## config.mk

```make
export PLATFORM = sky130hd
export DESIGN_NAME = llc_snoop_responder
export DESIGN_NICKNAME = d
export VERILOG_FILES = /design/src/rtl/llc_snoop_responder.sv
export SDC_FILE = /design/constraint.sdc
export NUM_CORES = 1
export LEC_CHECK = 0
export BUFFER_PORTS_ARGS = -buffer_cell sky130_fd_sc_hd__buf_2
export CAP_MARGIN = 20
export CORE_AREA = 2 2 131 133
export CTS_CLUSTER_DIAMETER = 150
export DETAILED_ROUTE_END_ITERATION = 8
export DIE_AREA = 0 0 133 135
export HOLD_SLACK_MARGIN = 0.15
export SLEW_MARGIN = 20
export SYNTH_ARGS = -nofsm -noshare
export SYNTH_HDL_FRONTEND = slang
export SYNTH_SLANG_ARGS = --single-unit
```

## constraint.sdc

```tcl
create_clock -name clk -period 2.86 [get_ports clk]
set_input_delay 0.572 -clock clk [delete_from_list [all_inputs] [get_ports clk]]
set_output_delay 0.572 -clock clk [all_outputs]
set_load 0.02 [all_outputs]
```

## src/rtl/llc_snoop_responder.sv

```systemverilog
// llc_snoop_responder: snoop lookup in the LLC tag/MESI array, MESI downgrade and HITM writeback.
// Define LLC_SNOOP_STATS_EN to add the cnt_nohit/cnt_hit/cnt_hitm result counters.
module llc_snoop_responder #(
    parameter int ADDR_SIZE = 32,
    parameter int LINE_SIZE = 64,
    parameter int N_WAY = 16,
    parameter int NUM_SETS = 16384,
    localparam int OFFSET_SIZE = $clog2(LINE_SIZE),
    localparam int INDEX_SIZE = $clog2(NUM_SETS),
    localparam int TAG_SIZE = ADDR_SIZE - OFFSET_SIZE - INDEX_SIZE,
    localparam int WAY_W = $clog2(N_WAY),
    localparam int EW = 2 + TAG_SIZE
) (
    input  logic                  clk,
    input  logic                  rst,
    input  logic                  snp_valid,
    output logic                  snp_ready,
    input  logic [1:0]            snp_op,
    input  logic [ADDR_SIZE-1:0]  snp_addr,
    output logic                  res_valid,
    output logic [1:0]            res_code,
    output logic                  tag_rd_en,
    output logic [INDEX_SIZE-1:0] tag_rd_idx,
    input  logic [N_WAY*EW-1:0]   tag_rd_data,
    output logic                  tag_wr_en,
    output logic [INDEX_SIZE-1:0] tag_wr_idx,
    output logic [WAY_W-1:0]      tag_wr_way,
    output logic [1:0]            tag_wr_mesi,
    output logic                  wb_req,
    output logic [ADDR_SIZE-1:0]  wb_addr,
    input  logic                  wb_ack
`ifdef LLC_SNOOP_STATS_EN
    ,
    output logic [31:0]           cnt_nohit,
    output logic [31:0]           cnt_hit,
    output logic [31:0]           cnt_hitm
`endif
);
    localparam logic [2:0] IDLE = 3'd0, LOOKUP = 3'd1, COMPARE = 3'd2, UPDATE = 3'd3, WB = 3'd4, RESP = 3'd5;
    localparam logic [1:0] NOHIT = 2'b00, HIT = 2'b01, HITM = 2'b10;
    localparam logic [1:0] ST_I = 2'b00, ST_S = 2'b01, ST_M = 2'b10;
    localparam logic [1:0] OP_READ = 2'b00, OP_RFO = 2'b10, OP_INV = 2'b11;

    logic [2:0] state;
    logic [1:0] op_r, code_r, mesi_r;
    logic [ADDR_SIZE-OFFSET_SIZE-1:0] line_r;
    logic [WAY_W-1:0] way_r, hit_way;
    logic wb_r, hit, nxt_wr, nxt_wb, is_m, is_s, rd, rfo, inv;
    logic [1:0] hit_mesi, nxt_code, nxt_mesi;
    logic unused_offset;

    assign unused_offset = ^snp_addr[OFFSET_SIZE-1:0];

    // Descending scan so the lowest matching way is the one left standing.
    always_comb begin
        hit = 1'b0;
        hit_mesi = ST_I;
        hit_way = '0;
        for (int w = N_WAY - 1; w >= 0; w--) begin
            if (tag_rd_data[w*EW+TAG_SIZE +: 2] != ST_I &&
                tag_rd_data[w*EW +: TAG_SIZE] == line_r[ADDR_SIZE-OFFSET_SIZE-1:INDEX_SIZE]) begin
                hit = 1'b1;
                hit_mesi = tag_rd_data[w*EW+TAG_SIZE +: 2];
                hit_way = WAY_W'(w);
            end
        end
    end

    assign is_m = hit_mesi == ST_M;
    assign is_s = hit_mesi == ST_S;
    assign rd = op_r == OP_READ;
    assign rfo = op_r == OP_RFO;
    assign inv = op_r == OP_INV;
    assign nxt_code = !hit ? NOHIT : (rd || rfo) ? (is_m ? HITM : HIT) : (inv && is_s) ? HIT : NOHIT;
    assign nxt_mesi = (rfo || inv) ? ST_I : ST_S;
    assign nxt_wr = hit && ((rd && !is_s) || rfo || (inv && is_s));
    assign nxt_wb = hit && (rd || rfo) && is_m;

    assign snp_ready = state == IDLE;
    assign tag_rd_en = state == LOOKUP;
    assign tag_wr_en = state == UPDATE;
    assign wb_req = state == WB;
    assign res_valid = state == RESP;
    assign res_code = res_valid ? code_r : NOHIT;
    assign tag_rd_idx = line_r[INDEX_SIZE-1:0];
    assign tag_wr_idx = line_r[INDEX_SIZE-1:0];
    assign tag_wr_way = way_r;
    assign tag_wr_mesi = mesi_r;
    assign wb_addr = {line_r, {OFFSET_SIZE{1'b0}}};

    always_ff @(posedge clk) begin
        if (rst) begin
            state <= IDLE;
            op_r <= '0;
            line_r <= '0;
            code_r <= NOHIT;
            mesi_r <= ST_I;
            way_r <= '0;
            wb_r <= 1'b0;
        end else begin
            case (state)
                IDLE: if (snp_valid) begin
                    state <= LOOKUP;
                    op_r <= snp_op;
                    line_r <= snp_addr[ADDR_SIZE-1:OFFSET_SIZE];
                end
                LOOKUP: state <= COMPARE;
                COMPARE: begin
                    state <= nxt_wr ? UPDATE : RESP;
                    code_r <= nxt_code;
                    mesi_r <= nxt_mesi;
                    way_r <= hit_way;
                    wb_r <= nxt_wb;
                end
                UPDATE: state <= wb_r ? WB : RESP;
                WB: if (wb_ack) state <= RESP;
                default: state <= IDLE;
            endcase
        end
    end

`ifdef LLC_SNOOP_STATS_EN
    always_ff @(posedge clk) begin
        if (rst) begin
            cnt_nohit <= '0;
            cnt_hit <= '0;
            cnt_hitm <= '0;
        end else if (res_valid) begin
            cnt_nohit <= cnt_nohit + 32'(code_r == NOHIT);
            cnt_hit <= cnt_hit + 32'(code_r == HIT);
            cnt_hitm <= cnt_hitm + 32'(code_r == HITM);
        end
    end
`endif
endmodule

```

**After elaboration in Yosys (flattened, before gate mapping)**

Cells that the tools add are included.

- Logic and storage cells: 139
- Output and inout bits: 73
- Input port bits: 262
- Bits in registers: 40

- Reductions and logical operators: 46
- Equal/unequal tests: 27
- Mux-type cells: 59

Operator list:

| kind | count |
|---|---|
| 12-bit == test | 16 |
| 4-bit 2-to-1 mux | 16 |
| 2-bit 2-to-1 mux | 20 |
| 2-bit nonzero test | 16 |
| 1-bit logical AND | 21 |
| 1-bit 2-to-1 mux | 19 |
| 3-bit one-hot mux with 5 select lines | 1 |
| 3-bit 2-to-1 mux | 3 |
| 2-bit == test (second input constant) | 3 |
| 3-bit by 2-bit == test with 1-bit output (second input constant) | 2 |
| 3-bit == test (second input constant) | 2 |
| 1-bit logical OR | 4 |
| 2-bit AND reduction | 2 |
| 3-bit by 1-bit == test with 1-bit output (second input constant) | 1 |
| 3-bit zero test | 1 |
| 2-bit by 1-bit == test with 1-bit output (second input constant) | 1 |
| 2-bit zero test | 1 |
| 2-bit by 1-bit inequality test with 1-bit output (second input constant) | 1 |
| 2-bit inequality test (second input constant) | 1 |
| 1-bit zero test | 1 |

**Depth between registers and ports, before layout**

Gate-level depths: netlist of the first run.

- Depth after elaboration: 26
- Gate-level depth with buffers: 12
- Gate-level depth less buffers: 10

**Least setup slack after synthesis of the first run**

No wires, ideal clock.

- Path type: register to register
- From: reg line_r[15]
- To: reg state[2]
- Data required time: 2772 ps
- Library setup time: 88 ps
- Arrival time: 2739 ps
- Setup slack: 33 ps
- Period minus slack after synthesis: 2827 ps
- Path buffers: 1
- Stages on the path, launching flop included: 12
- Cell sequence: dfxtp_1 buf_2 xor2_1 or4_1 nor4_1 nand3b_1 a31oi_1 a211oi_1 o21a_1 nor3_2 mux2_4 a311oi_2

- Word-level cells in the longest chain between the ends: 26
- Elaborated cells on any way between the ends: 73
- Classes of those cells: eq/ne (17); mux (34); reduce/logical (22)

Ends and longest elaborated chain:

| what | RTL line | text |
|---|---|---|
| start, declared | 46 | `logic [ADDR_SIZE-OFFSET_SIZE-1:0] line_r;` |
| start signal, assigned | 105 | `line_r <= snp_addr[ADDR_SIZE-1:OFFSET_SIZE];` |
| 12-bit == test | 61 | `tag_rd_data[w*EW +: TAG_SIZE] == line_r[ADDR_SIZE-OFFSET_SIZE-1:INDEX_SIZE]) begin` |
| 1-bit logical AND | 60 | `if (tag_rd_data[w*EW+TAG_SIZE +: 2] != ST_I &&` |
| 2-bit 2-to-1 mux (16 in series) | 60 |  |
| 2-bit by 1-bit == test with 1-bit output | 70 | `assign is_s = hit_mesi == ST_S;` |
| 1-bit zero test | 76 | `assign nxt_wr = hit && ((rd && !is_s) \|\| rfo \|\| (inv && is_s));` |
| 1-bit logical AND | 76 |  |
| 1-bit logical OR (2 in series) | 76 |  |
| 1-bit logical AND (*) | 76 |  |
| 3-bit 2-to-1 mux (*) | 109 | `state <= nxt_wr ? UPDATE : RESP;` |
| 3-bit one-hot mux with 5 select lines (*) | 101 | `case (state)` |
| end signal, assigned | 109 |  |
| end signal, assigned | 115 | `UPDATE: state <= wb_r ? WB : RESP;` |
| end, declared | 44 | `logic [2:0] state;` |

Every way passes the cells marked *; elsewhere a longest branch is shown, timed or not.
A chain may end at the register's enable or synchronous reset.

**Final worst setup path of the first run**

- From: reg line_r[22]
- To: reg state[2]

The elaborated chain is that of the path after synthesis.

==> results of run 1 <==
-- tightest hold or removal path: stages (launching register included) --
cell and delay, ns:
sky130_fd_sc_hd__dfxtp_1 0.31, sky130_fd_sc_hd__nand2_1 0.06, sky130_fd_sc_hd__a21oi_1 0.05
-- where the power goes --
part           internal [mW]  leakage [nW]  switching [mW]
registers              0.587         0.324          0.0554
logic                  0.694          3.66           0.808
clock network          0.416        0.0844           0.230
-- worst paths after layout --
path / to / slack, ns
setup / recovery: state[2] / -0.07
hold / removal: tag_wr_way[1] / 0.47
setup reg to reg: state[2] / -0.07
hold reg to reg: tag_wr_way[1] / 0.47
-- repair_timing --
action | in CTS | in global routing
buffers inserted | 6 | 5
setup endpoints to repair | 5 | 6
pin swaps | 33 | 13
resized for setup | 64 | 31
gates cloned | 1 | 0
-- kinds of logic (layout without fill, tap and decap cells) --
kind of cell	after synthesis	in the layout	share of synthesized area, %
buf+inv	81	469	11.5
simple gates	282	282	28.0
other cells	1	7	0.0725
mux	1	1	0.290
compound gates	96	96	12.4
flops	39	39	15.1
xor+xnor	190	190	32.6
-- synthesized netlist by cell type (all sizes together), types with 3 or more instances --
cell | instances | area, sq um
nor3b | 4 | 30.0
o21ai | 15 | 75.1
a21oi | 36 | 180
o2111ai | 8 | 70.1
xor2 | 110 | 963
or2 | 3 | 18.8
nand2b | 4 | 25.0
nor3 | 23 | 120
o22ai | 3 | 25.0
xnor2 | 80 | 723
nand3 | 18 | 90.1
nor4 | 39 | 250
or3 | 5 | 31.3
clkbuf | 10 | 37.5
and3 | 3 | 18.8
dfxtp | 39 | 781
and2 | 6 | 37.5
nor2b | 5 | 31.3
inv | 11 | 41.3
buf | 60 | 515
nand4 | 28 | 175
a31oi | 6 | 37.5
a211oi | 4 | 30.0
nor2 | 43 | 164
or4 | 5 | 41.3
nand2 | 85 | 319
o211ai | 3 | 22.5
-- layer usage --
| layer | GRT usage (%) | up-vias | wire (um) |
|---|---|---|---|
| li1 | - | 3164 | - |
| met1 | 30.7 | 2935 | 9990 |
| met2 | 44.5 | 269 | 11500 |
| met3 | 4.02 | 28 | 1490 |
| met4 | 4.60 | 0 | 349 |
| met5 | 0 | - | 0 |
-- flip-flops by register name, summed over array words and instances (netlist names) --
name / count
code_r: 2
tag_wr_way: 4
state: 3
tag_wr_mesi: 1
line_r: 26
op_r: 2
wb_r: 1
-- per-stage QoR --
step / instances / util, % / total power, mW / setup WS [ns] / hold WS [ns]
after floorplan: 696 / - / 1.46 / 0.0325 / 0.431
after global placement: 1285 / 46.0 / 2.03 / -0.413 / 0.437
after detailed placement: 1285 / 46.0 / 2.04 / -0.437 / 0.443
after CTS: 1300 / 49.3 / 2.77 / -0.0118 / 0.451
after global routing: 1304 / 50.5 / 2.95 / -0.182 / 0.488
final: 1304 / 50.5 / 2.79 / -0.0719 / 0.465
-- area by class of cell --
| type | instances | area [sq um] | area share, % |
|---|---|---|---|
| Sequential cell | 39 | 803 | 9.70 |
| Tap cell | 220 | 275 | 3.32 |
| Clock inverter | 3 | 47.5 | 0.574 |
| Multi-Input combinational cell | 576 | 4220 | 50.9 |
| Inverter | 11 | 41.3 | 0.498 |
| Timing Repair Buffer | 450 | 2770 | 33.5 |
| Clock buffer | 5 | 125 | 1.51 |
==> flow_results.org, run 1 <==
** Layout
- Most common cell after layout, fill and taps aside :: sky130_fd_sc_hd__buf_2
- Cells with a size suffix above 1 make up about half of the layout.
- Total non-filler cell area in the finished layout :: a little over 8000 sq um
- Net count reported at finish :: between 1,000 and 1,500
- The top cell types in the final layout, fill and taps aside, are 321 x sky130_fd_sc_hd__buf_2, 110 x sky130_fd_sc_hd__buf_4, 106 x sky130_fd_sc_hd__xor2_1.
- From synthesis to final layout, the design area changed by 60.2%.
- Ant. Diodes :: 0
- Fill cell count :: ~1,600

** Global routing
- Global-route wire length before repair :: 34,000 um
- Tot GR Track Use :: approximately a quarter
- The number of global-route vias before repair came to roughly 6,300.
- After global routing the overflow that remains totals 0.
- Entering global routing, the biggest net connects 29 pins.
- Number of antenna violations at the first check in global routing :: 0

** CTS
- Number of clock sinks seen by CTS :: 39
- The number of hold buffers added after CTS was 0.
- TritonCTS built the clock tree.
- After clock tree synthesis, the clock-pin slew on the worst setup and hold paths is 0.06 ns.
- The later pin in the worst-skew pair is clocked with a latency of 0.28 ns.
- The clock passes through at most 2 buffers.
- Total clock buffers created by CTS :: 5
- The H-tree was split into 2 levels.
- CTS Root Buffer Type :: sky130_fd_sc_hd__clkbuf_16

** Timing
- Share of the cycle needed by the critical path after routing :: 103%
- Between clock sinks in the finished design, the worst skew comes to 0.00754 ns.
- Total Negative Setup Slacks :: -0.128 ns
- Setup violations remaining at the end of the flow were counted as 3.
- Maximum clock frequency :: 341 MHz
- Final count of pins violating max slew :: 0
- Measured against its own limit, the worst slew margin works out to roughly 37%.
- RSZ-0062 raised after global routing :: yes
- Counting I/O delays and the setup requirement, the final critical path takes 2.93 ns.
- Actual slew at the worst max-slew pin :: 0.947 ns
- Count of endpoints failing hold in the final timing report :: 0
- Fin worst setup slack :: -0.0719 ns

** Synthesis
- Counting flops with a built-in enable in the synthesized netlist gives 0.
- Commonest register cell after synthesis :: sky130_fd_sc_hd__dfxtp_1
- Of all flip-flops after synthesis, the portion carrying an async set or reset was 0%.
- Post-synthesis register bit count :: 39
- Mean cell area of the mapped netlist :: 7.49 sq um
- Yosys printed 0 warnings.
- The mapped netlist covers 5170 sq um.
- The synthesized netlist contains 61 unique library cells.
- Sequential cells were found to cover 15.1% of the synthesized design area.
- Synthesis handed over a netlist of around 700 instances.

** Status
- Result of the run :: finished, violations left
- Failing checks :: negative setup slack

** Detailed routing
- The first detailed-routing pass took 4 iterations.
- Once detail routing completed, the nets flagged for antenna violations numbered 0.
- Detailed-route wire length :: 23,300 um
- Average routed wire per standard cell :: 17.9 um
- In the routed design, unresolved DRC markers number 0.
- After the first detailed-routing iteration, the DRC count stood at 319.
- Number of vias after detailed routing :: 6,396
- Via/cell ratio :: 4.90

** Worst setup path
- Data on the critical path is required at its endpoint by 3.05 ns.
- Crit path kind :: flop to flop
- Critical path buffer and inverter count :: 1
- Counting cells, the worst reg-to-reg path comes to 11.
- Worst setup startpoint :: line_r[22]
- On the critical path, the stage with the largest delay is an instance of sky130_fd_sc_hd__or3_4.
- Broken down by cell family, the worst path's largest delay share belongs to simple AND/OR/NAND/NOR gates.
- At the worst endpoint, the arrival time is between 3 and 4 ns.
- Critical path depth :: 11
- The critical path goes through buf_8 > xor2_2 > or3_4 > nor4_4 > nand3b_1 > a31oi_2 > a211oi_2 > o21a_1 > nor3_4 > mux2_4 > a311oi_2.
- Along the worst path, the maximum fanout reaches 7.
- Startpoint of the worst register-to-register path :: line_r[22]
- Largest stage delay, worst path :: approximately 0.4 ns
- STA classifies the critical path startpoint as a flop.
- The worst setup path is captured at a flop.

** Flow run
- Max-cap violations in this run came to 0.

** Placement
- After detailed placement, the total cell area comes to between 7000 and 8000 sq um.
- Routability Congestion :: 0.900
- Quantity of I/O buffers inserted on ports :: 321
- Detailed placement ended at an HPWL of ~19,000 um.

** Pwr
- The analysis attributes to cell leakage a power of 4.07 nW.
- Max rail drop VDD :: 0.319 mV
- In this run the power density over the cells is between 300 and 400 nW/um^2.

** Floorplan
- In this run the vertical extent of the chip is 135 um.
- Measured along the x axis, the die boundary spans 133 um.
- Area inside the core boundary :: 16,400 sq um
- I/O pin total :: 335
- The die covers 18,000 sq um.
- The floorplan has 47 rows.
- Initial Utilization :: 31.5%

** Worst hold path
- Class of the tightest hold or removal check :: flop to flop
- Start point of the worst min-delay path :: tag_wr_way[1]
- WHS Path Cells :: 2
Power figures use the tool's default switching activity.
==> inputs of run 2 (changes only) <==
- PLACE_DENSITY: default -> 0.7
==> run 2 against run 1 <==
  * The run still ends with negative setup slack left
  * Sequential share of layout area barely moved
  * Die area did not move
  * Clock skew hardly changed
  * Maximum frequency is 0.50% higher
  * Worst hold slack worse by 0.011 ns
  * Final cell count is 0.61% lower
  * Critical path depth stayed put
  * Sequential power is essentially flat
  * Combinational power is essentially flat
  * Global-route usage grew 0.087 points
  * Critical endpoint unchanged
==> flow_results.org, run 2 (synthesis results as in run 1) <==
** Worst setup path
- Worst reg2reg endpoint :: state[2]
- Crit path kind :: flop to flop
- Critical path's slowest cell :: sky130_fd_sc_hd__nor4_1
- Critical-path cell list :: buf_4 > xnor2_2 > nand4_1 > nor4_1 > nand2_1 > a31oi_1 > nand3b_1 > o21a_1 > nor3_4 > mux2_4 > a311oi_2
- The depth of the worst register-to-register path came to 11 (unchanged).
- Crit path arrival time :: 3.11 ns (about the same)
- The slack of the worst reg-to-reg path came to -0.06 ns (about the same).
- Largest stage delay, worst path :: 0.49 ns (+0.09 ns)
- CP required :: 3.05 ns (about the same)
- Endpoint class of the critical path :: flop
- In this run the critical register-to-register path is launched from line_r[20].
- Worst setup SP type :: flop
- The biggest fanout along the worst timing path came to 5 (-2).

** Timing
- The final setup slack of the worst path came to -0.0573 ns (+0.0146 ns).
- The portion of the clock cycle consumed by the worst path in the final layout came to 102% (-0.51 points).
- RSZ-0062 raised after global routing :: yes
- Count of endpoints failing hold in the final timing report :: 0 (unchanged)
- Actual slew at the worst max-slew pin :: 0.988 ns (+0.0408 ns)
- The final max-slew violation count was 0 (unchanged).
- The smallest hold slack came to 0.454 ns (-0.0111 ns).
- Maximum clock frequency :: 343 MHz (+0.50%)
- The setup TNS came to -0.139 ns (-0.0112 ns).
- Setup-violating endpoint count in the final report :: 4 (+1)
- The relative slew slack was 34.0% (-2.7 points).
- Post-layout min period :: 2.92 ns (-0.0146 ns)
- Layout Skew :: 0.00707 ns (-0.000473 ns)

** Layout
- Total non-filler cell area in the finished layout :: 8290 sq um (+0.11%)
- Cell Count, Final, Fillers Out :: 1,296 (-0.61%)
- Fraction of final layout cells sized beyond drive strength 1 :: 49.4% (-0.098 points)
- Number of flip-flops in the largest register :: 26 (unchanged)
- Area delta synth->final :: 60.4%
- Highest-count cells in the layout ignoring fill and taps :: 321 x sky130_fd_sc_hd__buf_2, 106 x sky130_fd_sc_hd__xor2_1, 91 x sky130_fd_sc_hd__buf_4
- More flip-flops sit in one register than any other, and that register is line_r.
- The library cell used most frequently in the layout, excluding fill and tap cells, is sky130_fd_sc_hd__buf_2.
- The count of nets after finishing is 1,333 (-0.89%).

** Global routing
- The wire length of the first global-routing pass is 33,900 um (-0.22%).
- The largest net degree at the start of global routing came to 29 (unchanged).
- Grt ovf :: 0 (unchanged)
- The initial antenna violation count is 3 (+3).
- Number of global-route vias before repair :: 6,307 (-0.54%)
- Tot GR Track Use :: 24.6% (+0.087 points)

** Detailed routing
- The number of design-rule violations left by the first detailed-router iteration came to 235 (-26%).
- First-pass iteration count of the detailed router :: 5 (+1)
- Average routed wire per standard cell :: 18.2 um (+1.7%)
- Number of vias after detailed routing :: 6,433 (+0.58%)
- The number of nets still failing antenna checks after routing was 0 (unchanged).
- Detailed-route wire length :: 23,600 um (+1.1%)
- Post-route DRC :: 0 (unchanged)
- The number of vias per cell came to 4.96 (+1.2%).

** Worst hold path
- The worst hold path terminates at tag_wr_way[1].
- The min-delay analysis places its worst path in the category flop to flop.
- Start point of the worst min-delay path :: tag_wr_way[1]
- The hold path depth came to 2 (unchanged).

** Floorplan
- Die area :: 18,000 sq um (unchanged)
- Initial Utilization :: 31.5% (unchanged)
- The cell row count was 47 (unchanged).
- I/O pin total :: 335 (unchanged)
- Vert. Die Dim :: 135 um (unchanged)
- The die extent in x was 133 um (unchanged).
- Area inside the core boundary :: 16,400 sq um (unchanged)

** Placement
- The cell area reported after detailed placement is 7510 sq um (-0.50%).
- Post-Place Cells :: 1,275 (-0.78%)
- DPL Wire Length :: 19,400 um (+0.78%)
- The number of buffers added on ports was 321 (unchanged).
- Routability Congestion :: 0.922 (+2.5%)

** CTS
- The clock-pin slew on the worst setup and hold paths was 0.06 ns (about the same).
- H-tree depth :: 2 (unchanged)
- TritonCTS built the clock tree.
- The buffer depth of the longest clock path was 2 (unchanged).
- The total clock sinks came to 39 (unchanged).
- Total clock buffers created by CTS :: 5 (unchanged)
- CTS Root Buffer Type :: sky130_fd_sc_hd__clkbuf_16
- Post-cts hold buffer count :: 0 (unchanged)
- Clock latency of the later-clocked register in the worst-skew pair :: 0.28 ns (about the same)

** Pwr
- The static leakage was 4.03 nW (-0.82%).
- The areal power density over the cells came to 324 nW/um^2 (-3.8%).
- Max rail drop VDD :: 0.240 mV (-25%)

** Flow run
- Max-Cap Viols :: 0 (unchanged)

** Status
- The checks that failed: negative setup slack.
- Result of the run :: finished, violations left
## run 2: changes by cell type in the layout (fill, tap and decap cells not counted), sizes merged
cell / delta
bufinv: -1
bufbuf: -1
clkbuf: +2
inv: -1
diode: +4
buf: -11
## run 2: what timing repair did
item	4_1_cts	5_1_grt
resized for setup	59	46
setup buffers	7	2
gates cloned	1	0
endpoints found under the setup margin	5	6
pin swaps	19	19
## run 2: worst max-delay path by stage
stage / startpoint / endpoint / slack (ns)
after global placement: tag_rd_data[216] / state[2] / -0.42
after floorplan: line_r[15] / state[2] / 0.03
after global routing: line_r[21] / state[2] / -0.15
after CTS: line_r[22] / state[2] / -0.02
final: line_r[20] / state[2] / -0.06
after detailed placement: tag_rd_data[216] / state[2] / -0.46
## run 2: report_power, final
group / switching [mW] / total [mW] / internal [mW]
Sequential: 0.0517 / 0.640 / 0.588
Clock: 0.214 / 0.536 / 0.322
Combinational: 0.817 / 1.51 / 0.696
## run 2: per-stage QoR
step / worst slack [ns] / utilization (%) / power [mW]
floorplan: 0.0325 / - / 1.46
global placement: -0.421 / 45.8 / 2.01
detailed placement: -0.460 / 45.8 / 2.02
CTS: -0.0243 / 48.8 / 2.63
global route: -0.151 / 50.5 / 2.84
finish: -0.0573 / 50.5 / 2.69
## run 2: worst max-delay path, delay by kind of cell, from the launching register on
| kind | cells | cell delay, ns |
|---|---|---|
| DFF | 1 | 0.39 |
| buffers and inverters | 1 | 0.16 |
| muxes | 1 | 0.33 |
| and+or+nand+nor | 5 | 1.10 |
| xor gates and xnor gates | 1 | 0.18 |
| AOI/OAI and AO/OA | 3 | 0.65 |
## run 2: area by class of cell
| cell class | instances | area (sq um) |
|---|---|---|
| fill | 1594 | 8110 |
| multi-input combinational | 576 | 4280 |
| timing repair buffer | 438 | 2750 |
| sequential | 39 | 801 |
| tap | 220 | 275 |
| clock buffer | 7 | 133 |
| inverter | 11 | 41.3 |
| antenna | 4 | 10.0 |
| clock inverter | 1 | 5.00 |
## run 2: metal layers
| metal | global-route usage, % | up-vias | share of wire (%) |
|---|---|---|---|
| met5 | 0 | - | 0 |
| met4 | 7.77 | 0 | 2.9 |
| met3 | 3.04 | 46 | 6.3 |
| met2 | 42.3 | 303 | 48 |
| met1 | 32.1 | 2944 | 43 |
| li1 | - | 3140 | - |
==> inputs of run 3 (changes only) <==
- CELL_PAD_IN_SITES_DETAIL_PLACEMENT: default -> 1
- CELL_PAD_IN_SITES_GLOBAL_PLACEMENT: default -> 1
- CORE_AREA: 2 2 131 133 -> default
- CORE_ASPECT_RATIO: default -> 0.6
- CORE_MARGIN: default -> 2
- CORE_UTILIZATION: default -> 26
- DIE_AREA: 0 0 133 135 -> default
- PLACE_DENSITY: 0.7 -> 0.83
- SKIP_LAST_GASP: default -> 1
==> run 3 against run 2 <==
  * The run still ends with negative setup slack left
  * Global-route usage is 1.5 points higher
  * Critical endpoint unchanged
  * Wire length is 26% higher
  * Power increased by 13%
  * Combinational power up 13%
  * Highest routed layer is now met5
  * Worst setup slack lost 0.076 ns
  * Die area up 17%
  * Maximum frequency is 2.5% lower
==> flow_results.org, run 3 (synthesis results as in run 1) <==
** Layout
- From synthesis to final layout, the design area changed by 73.1%.
- The flip-flop count of the largest register, all copies and words added was 26 (unchanged).
- Area taken by flip-flops and latches :: 813 sq um (+1.6%)
- The post-layout utilization of the core is 46.4% (-4.1 points).
- Highest-count cells in the layout ignoring fill and taps :: 319 x sky130_fd_sc_hd__buf_2, 131 x sky130_fd_sc_hd__buf_4, 94 x sky130_fd_sc_hd__xor2_1
- The library cell used most frequently in the layout, excluding fill and tap cells, is sky130_fd_sc_hd__buf_2.
- The proportion of layout cells with a drive suffix above 1 is 54.0% (+4.6 points).
- The footprint of the multi-input gates was 4520 sq um (+5.6%).
- Fill cell count :: 2,414 (+51%)
- Counting flops per register, the top entry is line_r.
- The count of nets after finishing is 1,373 (+3.0%).

** Worst setup path
- The required time at the endpoint of the critical path came to 3.07 ns (+0.02 ns).
- The worst setup path is launched from a flop.
- The worst register-to-register path begins at line_r[16].
- Worst reg-to-reg setup slack :: -0.13 ns (-0.08 ns)
- The depth of the worst register-to-register path is 12 (+1).
- Crit path arrival time :: 3.20 ns (+0.09 ns)
- Crit path kind :: flop to flop
- STA classifies the critical path endpoint as a flop.
- Worst reg2reg endpoint :: state[2]
- Maximum fanout encountered on the critical timing path :: 8 (+3)

** Floorplan
- The area of the die came to 21,100 sq um (+17%).
- The die extent in x came to 186 um (+40%).
- Cell row count :: 39 (-17%)
- The core region area came to 19,300 sq um (+17%).
- I/O pin total :: 335 (unchanged)
- The die outline height was 113 um (-16%).
- The starting utilization of the core area is 26.8% (-4.7 points).

** Global routing
- Number of global-route vias before repair :: 7,120 (+13%)
- The wire length of the first global-routing pass came to 41,000 um (+21%).
- Tot GR Track Use :: 26.1% (+1.5 points)
- Grt ovf :: 0 (unchanged)
- Number of antenna violations at the first check in global routing :: 6 (+3)
- Pin count of the biggest net entering global routing :: 29 (unchanged)

** Timing
- Fin worst setup slack :: -0.133 ns (-0.0760 ns)
- Total Negative Setup Slacks :: -0.566 ns (-0.426 ns)
- Count of endpoints failing hold in the final timing report :: 0 (unchanged)
- Minimum hold slack :: 0.464 ns (+0.0101 ns)
- Setup-violating endpoint count in the final report :: 5 (+1)
- The relative slew slack came to 63.0% (+29 points).
- The clock skew came to 0.00602 ns (-0.00105 ns).
- Post-layout min period :: 2.99 ns (+0.0760 ns)
- Final count of pins violating max slew :: 0 (unchanged)
- Share of the cycle needed by the critical path after routing :: 105% (+2.7 points)
- Actual slew at the worst max-slew pin :: 0.548 ns (-0.440 ns)
- RSZ-0062 raised after global routing :: yes
- The peak clock frequency supported by timing came to 334 MHz (-2.5%).

** Placement
- DPL Wire Length :: 23,500 um (+22%)
- The worst-case setup slack after placement was -0.781 ns (-0.321 ns).
- The placer's final routability congestion estimate came to 0.876 (-5.1%).
- The number of buffers added on ports is 321 (unchanged).

** Worst hold path
- Start point of the worst min-delay path :: wb_r
- WHS Path Cells :: 2 (unchanged)
- The path with the worst hold slack has its endpoint at wb_r.
- Class of the tightest hold or removal check :: flop to flop

** Detailed routing
- The aggregate routed wire length came to 29,700 um (+26%).
- The number of DRC violations after detailed routing is 0 (unchanged).
- The vias after detailed routing was 6,867 (+6.7%).
- Number of nets with antenna violations after routing :: 0 (unchanged)
- Detailed router's first-iteration violation count :: 282 (+20%)
- Average routed wire per standard cell :: 21.5 um (+18%)
- First-pass iteration count of the detailed router :: 4 (-1)
- Via/cell ratio :: 4.96 (about the same)

** CTS
- H-tree depth :: 2 (unchanged)
- TritonCTS clock tree :: done
- Clock latency of the later-clocked register in the worst-skew pair :: 0.29 ns (about the same)
- The total clock buffers created by CTS is 5 (unchanged).
- CTS Root Buffer Type :: sky130_fd_sc_hd__clkbuf_16
- The clock-pin slew on the worst setup and hold paths came to 0.07 ns (about the same).
- Clock buffer depth :: 2 (unchanged)
- Number of clock sinks seen by CTS :: 39 (unchanged)

** Pwr
- Static power due to leakage :: 4.31 nW (+7.0%)
- The overall power is 3.04 mW (+13%).
- The areal power density over the cells came to 340 nW/um^2 (+4.8%).
- The peak supply drop is 0.210 mV (-13%).

** Flow run
- The number of violations of the max-capacitance limit came to 0 (unchanged).

** Status
- Result of the run :: finished, violations left
- Failing checks :: negative setup slack
## run 3: cell types whose count changed in the layout (fill, tap and decap cells not counted), moves of 3 or more
cell / delta
sky130_fd_sc_hd__nor4_1: -5
sky130_fd_sc_hd__xnor2_2: +6
sky130_fd_sc_hd__dfxtp_4: +4
sky130_fd_sc_hd__a21oi_2: -3
sky130_fd_sc_hd__xor2_1: -12
sky130_fd_sc_hd__nor4_2: +4
sky130_fd_sc_hd__xor2_2: +13
sky130_fd_sc_hd__a21oi_1: +3
sky130_fd_sc_hd__xnor2_4: +4
sky130_fd_sc_hd__xnor2_1: -10
sky130_fd_sc_hd__buf_4: +40
## run 3: cell type report
| cell class | instances | area share, % |
|---|---|---|
| antenna | 6 | 0.168 |
| sequential | 39 | 9.08 |
| timing repair buffer | 478 | 34.1 |
| clock inverter | 2 | 0.433 |
| clock buffer | 6 | 1.55 |
| tap | 266 | 3.72 |
| inverter | 11 | 0.461 |
| multi-input combinational | 576 | 50.5 |
## run 3: metrics by stage
stage,instance area [sq um],cells
after floorplan,5190,696
after global placement,7660,1342
after detailed placement,7660,1342
after CTS,8210,1360
after global routing,8940,1380
final,8950,1384
## run 3: how the worst max path moves through the flow
stage	startpoint	endpoint	slack, ns	depth (start not counted)
CTS	line_r[23]	wb_r	-0.09	12
global route	line_r[19]	state[2]	-0.24	14
finish	line_r[16]	state[2]	-0.13	12
floorplan	line_r[15]	state[2]	0.03	11
detailed placement	tag_rd_data[216]	state[2]	-0.78	13
global placement	tag_rd_data[216]	state[2]	-0.73	13
## run 3: report_power, final
group	switching (mW)	internal, mW	leakage, nW
logic	0.920	0.779	3.90
clock network	0.257	0.440	0.0875
registers	0.0574	0.587	0.326
## run 3: critical path, cell delays in order, from the launching register on
cell and delay (ns):
sky130_fd_sc_hd__dfxtp_4 0.36, sky130_fd_sc_hd__buf_12 0.15, sky130_fd_sc_hd__buf_8 0.12, sky130_fd_sc_hd__xor2_2 0.14, sky130_fd_sc_hd__nor4_1 0.30, sky130_fd_sc_hd__o2111ai_1 0.22, sky130_fd_sc_hd__o211ai_1 0.23, sky130_fd_sc_hd__nor3b_4 0.26
sky130_fd_sc_hd__nand3b_1 0.10, sky130_fd_sc_hd__o21a_1 0.24, sky130_fd_sc_hd__nor3_4 0.23, sky130_fd_sc_hd__mux2_4 0.33, sky130_fd_sc_hd__a311oi_2 0.22
## run 3: repair_timing
| item | CTS | global route |
|---|---|---|
| setup endpoints to repair | 6 | 6 |
| pin swaps | 21 | 48 |
| gates cloned | 1 | 0 |
| endpoints found under the hold margin | 0 | 0 |
| resized for setup | 61 | 102 |
| hold buffers | 0 | 0 |
| buffers inserted | 10 | 19 |
## run 3: layer usage
metal	global-route usage, %	wire, um
met3	5.09	2230
met5	0	13
met1	34.2	12900
met4	5.62	502
met2	44.3	14000
